### config.mk
export PLATFORM = sky130hd
export DESIGN_NAME = dma_stream_loader
export DESIGN_NICKNAME = d
export VERILOG_FILES = /design/src/rtl/dma_io_pkg.sv /design/src/rtl/sync_word_fifo.sv /design/src/rtl/dma_stream_loader.sv
export SDC_FILE = /design/constraint.sdc
export NUM_CORES = 1
export LEC_CHECK = 0
export ABC_CLOCK_PERIOD_IN_PS = 2780
export CORE_MARGIN = 3
export CORE_UTILIZATION = 50
export DETAILED_ROUTE_END_ITERATION = 10
export GPL_TIMING_DRIVEN = 0
export PLACE_DENSITY = 0.86
export SYNTH_ARGS = -nofsm -noshare
export SYNTH_HDL_FRONTEND = slang
export SYNTH_SLANG_ARGS = --single-unit
### constraint.sdc
create_clock -name clk -period 2.78 [get_ports clk]
set_input_delay 0.556 -clock clk [delete_from_list [all_inputs] [get_ports clk]]
set_output_delay 0.556 -clock clk [all_outputs]
set_load 0.02 [all_outputs]
### src/rtl/dma_io_pkg.sv
// Shared definitions for the DCNN IO path DMA feeder.
// Contents: bus widths and the writer FSM state encoding.
package dma_io_pkg;

    localparam int ADDR_W = 16;
    localparam int DATA_W = 16;
    localparam int BYTE_W = 8;

    localparam logic [2:0] ST_IDLE  = 3'd0;
    localparam logic [2:0] ST_LOAD  = 3'd1;
    localparam logic [2:0] ST_WRITE = 3'd2;
    localparam logic [2:0] ST_GAP   = 3'd3;
    localparam logic [2:0] ST_FIN   = 3'd4;

    typedef enum logic [2:0] {
        IDLE  = ST_IDLE,
        LOAD  = ST_LOAD,
        WRITE = ST_WRITE,
        GAP   = ST_GAP,
        FIN   = ST_FIN
    } wr_state_t;

endpackage

### src/rtl/sync_word_fifo.sv
// Small synchronous word FIFO with first-word-fall-through read data.
// Ports:
//   clk, RST        clock, synchronous active-high clear
//   push, wdata     write side; push while full is ignored
//   pop, rdata      read side; rdata shows the head entry, pop while empty ignored
//   full, empty     status from registered pointers
module sync_word_fifo #(
    parameter int DEPTH = 4,
    parameter int WIDTH = 16
) (
    input  logic             clk,
    input  logic             RST,
    input  logic             push,
    input  logic [WIDTH-1:0] wdata,
    input  logic             pop,
    output logic [WIDTH-1:0] rdata,
    output logic             full,
    output logic             empty
);

    localparam int AW = $clog2(DEPTH);

    logic [WIDTH-1:0] mem [DEPTH];
    logic [AW:0]      wr_ptr;
    logic [AW:0]      rd_ptr;

    // Extra pointer bit distinguishes full from empty when the indexes match.
    assign empty = (wr_ptr == rd_ptr);
    assign full  = (wr_ptr[AW] != rd_ptr[AW]) && (wr_ptr[AW-1:0] == rd_ptr[AW-1:0]);
    assign rdata = mem[rd_ptr[AW-1:0]];

    always_ff @(posedge clk) begin
        if (RST) begin
            wr_ptr <= '0;
            rd_ptr <= '0;
        end else begin
            if (push && !full) wr_ptr <= wr_ptr + 1'b1;
            if (pop && !empty) rd_ptr <= rd_ptr + 1'b1;
        end
    end

    always_ff @(posedge clk) begin
        if (push && !full) mem[wr_ptr[AW-1:0]] <= wdata;
    end

endmodule

### src/rtl/dma_stream_loader.sv
// Packs an 8-bit valid/ready byte stream into 16-bit words, queues them and
// writes them to consecutive RAM addresses through the DMA write handshake.
//
// state | meaning
// IDLE  | waiting for start
// LOAD  | waiting for a queued word; pop it into the address/data registers
// WRITE | dma_write held until dma_done_write is sampled
// GAP   | one idle cycle so the level handshake re-arms
// FIN   | one-cycle done pulse, back to IDLE
//
// Ports:
//   clk, RST                         clock, synchronous active-high reset
//   start, base_addr, word_count     transfer request (honoured in IDLE only)
//   in_valid, in_byte, in_ready      byte stream input
//   dma_address, dma_data, dma_write DMA write request
//   dma_done_write                   DMA write completion
//   busy, done, words_written        transfer status
module dma_stream_loader
    import dma_io_pkg::*;
#(
    parameter int FIFO_DEPTH = 4,
    parameter bit HI_FIRST   = 1'b1
) (
    input  logic              clk,
    input  logic              RST,
    input  logic              start,
    input  logic [ADDR_W-1:0] base_addr,
    input  logic [15:0]       word_count,
    input  logic              in_valid,
    input  logic [BYTE_W-1:0] in_byte,
    output logic              in_ready,
    output logic [ADDR_W-1:0] dma_address,
    output logic [DATA_W-1:0] dma_data,
    output logic              dma_write,
    input  logic              dma_done_write,
    output logic              busy,
    output logic              done,
    output logic [15:0]       words_written
);

    wr_state_t         state;
    wr_state_t         state_nxt;
    logic [16:0]       bytes_left;
    logic              pair_flag;
    logic [BYTE_W-1:0] byte_hold;
    logic [15:0]       count_reg;
    logic [ADDR_W-1:0] next_addr;

    logic              byte_fire;
    logic              push;
    logic [DATA_W-1:0] push_data;
    logic              pop;
    logic [DATA_W-1:0] fifo_rdata;
    logic              fifo_full;
    logic              fifo_empty;

    assign busy      = (state == LOAD) || (state == WRITE) || (state == GAP);
    // fifo_full is registered state: a pop in this cycle does not open a slot yet.
    assign in_ready  = busy && (bytes_left != '0) && !fifo_full;
    assign byte_fire = in_valid && in_ready;
    assign push      = byte_fire && pair_flag;
    assign push_data = HI_FIRST ? {byte_hold, in_byte} : {in_byte, byte_hold};

    sync_word_fifo #(
        .DEPTH (FIFO_DEPTH),
        .WIDTH (DATA_W)
    ) u_fifo (
        .clk   (clk),
        .RST   (RST),
        .push  (push),
        .wdata (push_data),
        .pop   (pop),
        .rdata (fifo_rdata),
        .full  (fifo_full),
        .empty (fifo_empty)
    );

    always_comb begin
        state_nxt = state;
        pop       = 1'b0;
        dma_write = 1'b0;
        done      = 1'b0;
        case (state)
            IDLE: begin
                if (start) state_nxt = (word_count != '0) ? LOAD : FIN;
            end
            LOAD: begin
                if (!fifo_empty) begin
                    pop       = 1'b1;
                    state_nxt = WRITE;
                end
            end
            WRITE: begin
                dma_write = 1'b1;
                if (dma_done_write) state_nxt = GAP;
            end
            GAP: begin
                state_nxt = (words_written != count_reg) ? LOAD : FIN;
            end
            FIN: begin
                done      = 1'b1;
                state_nxt = IDLE;
            end
            default: state_nxt = IDLE;
        endcase
    end

    always_ff @(posedge clk) begin
        if (RST) begin
            state         <= IDLE;
            bytes_left    <= '0;
            pair_flag     <= 1'b0;
            byte_hold     <= '0;
            count_reg     <= '0;
            next_addr     <= '0;
            words_written <= '0;
            dma_address   <= '0;
            dma_data      <= '0;
        end else begin
            state <= state_nxt;

            if (state == IDLE && start) begin
                count_reg     <= word_count;
                next_addr     <= base_addr;
                words_written <= '0;
                bytes_left    <= {word_count, 1'b0};
                pair_flag     <= 1'b0;
            end

            if (byte_fire) begin
                bytes_left <= bytes_left - 1'b1;
                pair_flag  <= ~pair_flag;
                if (!pair_flag) byte_hold <= in_byte;
            end

            if (pop) begin
                dma_address <= next_addr;
                dma_data    <= fifo_rdata;
            end

            if (state == WRITE && dma_done_write) begin
                words_written <= words_written + 1'b1;
                next_addr     <= next_addr + 1'b1;
            end
        end
    end

endmodule
==> impl_metrics.tcl <==
set metrics [dict create \
    status "finished clean" \
    hold_path_class "reg -> reg" \
    synth_top_area_share_pct 29.9 \
    n_fill_cell 1102 \
    tightest_slew_ns 0.917 \
    grt_pass1_vias 6159 \
    place.gp.congestion 0.913 \
    postSynthAreaPerCell_sq_um 10.3 \
    die-area_sq_mm 0.0169 \
    finalMaxSlewViolations 0 \
    dp_hpwl_mm 14.2 \
    max_freq_mhz 373 \
    setup_tns_ns 0 \
    numCtsBuffers 17 \
    power_leakage_nw 3.20 \
    num_rows 44 \
    mappedNetlistNets 800 \
    die_w_um 130 \
    finalSetupViolCount 0 \
    synth_xor_area_share_pct 3.70 \
    ios 97 \
    final_area_sq_mm 0.00952 \
    ant_nets 0 \
    wirelength_mm 20.5 \
    seq_area_frac_synth_pct 54.8 \
    finalPower_w 0.00577 \
    hold_viol_final 0 \
    insertion_delay_ns 0.44 \
    crit_fanout 7 \
    clock_sinks 179 \
    critPathCaptureType "output pin" \
    multiInputGateArea_sq_mm 0.00327 \
    grt_overflow 0 \
    syn2layout_area_growth_pct 23.4 \
    layout.nets 914 \
    vias 6406 \
    drt_iter0_markers 529 \
    layout-drive-gt1-share_pct 8.82 \
    crit_slowest_cell "or4_4" \
    ir_worst_vdd_mv 0.452 \
    ys_top_cells_by_area "dfxtp_1 (30%), edfxtp_1 (25%), nand2_1 (6.5%)" \
    ys.flop_type "dfxtp_1" \
    cts.clk_slew.worst_paths_ns 0.07 \
    required_ns 2.22 \
    start_util_pct 52.1 \
    cp.buffers_inverters 1 \
    crit_path_start_kind "flip-flop" \
    wire_per_inst_um 19.4 \
    place_area_sq_mm 0.00891 \
    grt_pass1_wl_mm 32.0 \
    synth_commonest_cells "nand2_1 (133), dfxtp_1 (115), a21oi_1 (73)" \
    cap_violations 0 \
    htreeDepth 4 \
    firstDrtPassIters 6 \
    ys_ff_latch 179 \
    holdBufCountCts 0 \
    syn-instance-count 746 \
    largest_reg_flops 64 \
    crit_type "reg -> out" \
    period_needed_ns 2.68 \
    synthMuxAreaShare_pct 6.44 \
    grt_max_degree 19 \
    antenna_found_initial 0 \
    synth_top_family_by_area "simple AND/OR/NAND/NOR gates" \
    finalCritPeriodShare_pct 96.4 \
    crit_chain "or4_4 -> nor3_4 -> nand2_2 -> nor2_1 -> nor4_1 -> clkbuf_2" \
    yosysTopAreaCell "dfxtp_1" \
    ys_types 67 \
    post-cts-setup-buffers 0 \
    track_usage_pct 24.4 \
    clock-root-buffer "clkbuf_16" \
    antenna_cells 0 \
    synth_fa_ha_area_share_pct 1.46 \
    final-seq-area_sq_mm 0.00423 \
    p_per_area_mw_per_mm2 606 \
    synth.most_common_cell "nand2_1" \
    skew_ns 0.0210 \
    cts_tree "built" \
    drc 0 \
    clock_path_buffers 2 \
    synthSimpleGateAreaFrac_pct 18.9 \
    portBuffers 95 \
    arrival_ns 2.12 \
    worst_path_dominant_cell_family "simple AND/OR/NAND/NOR gates" \
    slew_headroom_pct 38.5 \
    rsz0062_at_grt "no" \
    die-height_um 130 \
    synthArstFlopShare_pct 0 \
    core-area_sq_mm 0.0148 \
    yosysWarnings 0 \
    vias_per_cell 6.06 \
    synth_edf_count 64 \
    cpPeakStageDelay_ns 0.58 \
    synth_area_sq_mm 0.00771 \
    synth-compound-area-share_pct 11.8 \
]
-- what timing repair did --
| item | 4_1_cts | 5_1_grt |
|---|---|---|
| pin swaps | 0 | 0 |
| endpoints found under the setup margin | 18 | 52 |
| resized for setup | 6 | 7 |
| endpoints found under the hold margin | 0 | 0 |
-- stage by stage --
stage	util (%)	worst slack, ns	hold slack, ns	instances
after floorplan	-	0.0186	0.439	746
after global placement	60.0	-1.49	0.444	1025
after detailed placement	60.2	-0.232	0.446	1026
after CTS	64.3	-0.0691	0.457	1058
after global routing	64.3	0.0216	0.467	1057
final	64.3	0.101	0.456	1057
-- worst min-delay path: stages (launching register included) --
cell and delay, ns:
dfxtp_1 0.31, nand2_1 0.05, a21oi_1 0.05
-- worst paths after layout --
check	from	to	slack (ns)	cells past startpoint
hold / removal	dma_address[5]	dma_address[5]	0.46	2
setup / recovery	bytes_left[3]	in_ready	0.10	6
hold reg to reg	dma_address[5]	dma_address[5]	0.46	2
setup reg to reg	state[2]	next_addr[13]	0.18	6
-- metal layers --
metal / share of wire, % / routed length (um) / track usage [%] / vias to the layer above
li1: - / - / - / 2967
met1: 41 / 8320 / 30.8 / 3086
met2: 49 / 10100 / 41.6 / 308
met3: 7.3 / 1490 / 4.71 / 45
met4: 2.7 / 548 / 9.72 / 0
met5: 0 / 0 / 0 / -
-- cell families (layout without fill, tap and decap cells) --
family,Yosys count,in the layout
buffers and inverters,57,184
adders and majority gates,9,9
muxes,29,29
DFF,179,179
xor gates and xnor gates,30,30
and+or+nand+nor,295,295
AOI/OAI and AO/OA,147,147
-- power by group --
group | internal (W) | switching (W)
clock network | 0.00127 | 0.00112
logic | 0.000213 | 0.000310
registers | 0.00278 | 0.0000794
-- placed cells by master (no fill, tap or decap), types with 12 or more instances in the layout --
master           count
a31oi_1             23
nand2_1            133
nand3_1             22
clkbuf_1            36
xor2_1              19
nor3_1              14
or3_1               17
dfxtp_1            114
clkbuf_16           18
nor2_1              40
clkdlybuf4s50_1     94
a21oi_1             73
edfxtp_1            64
mux4_2              16
inv_1               12
-- final cells by class --
cell class,instances,share of cell area (%)
plain buffers,44,1.88
multi-input cells,510,34.4
inverters,12,0.473
clock buffers,20,4.92
flip-flops and latches,179,44.4
clock inverters,12,1.41
repair buffers,96,10.1
well taps,184,2.42
No activity file was read; power rests on OpenSTA's default activity.
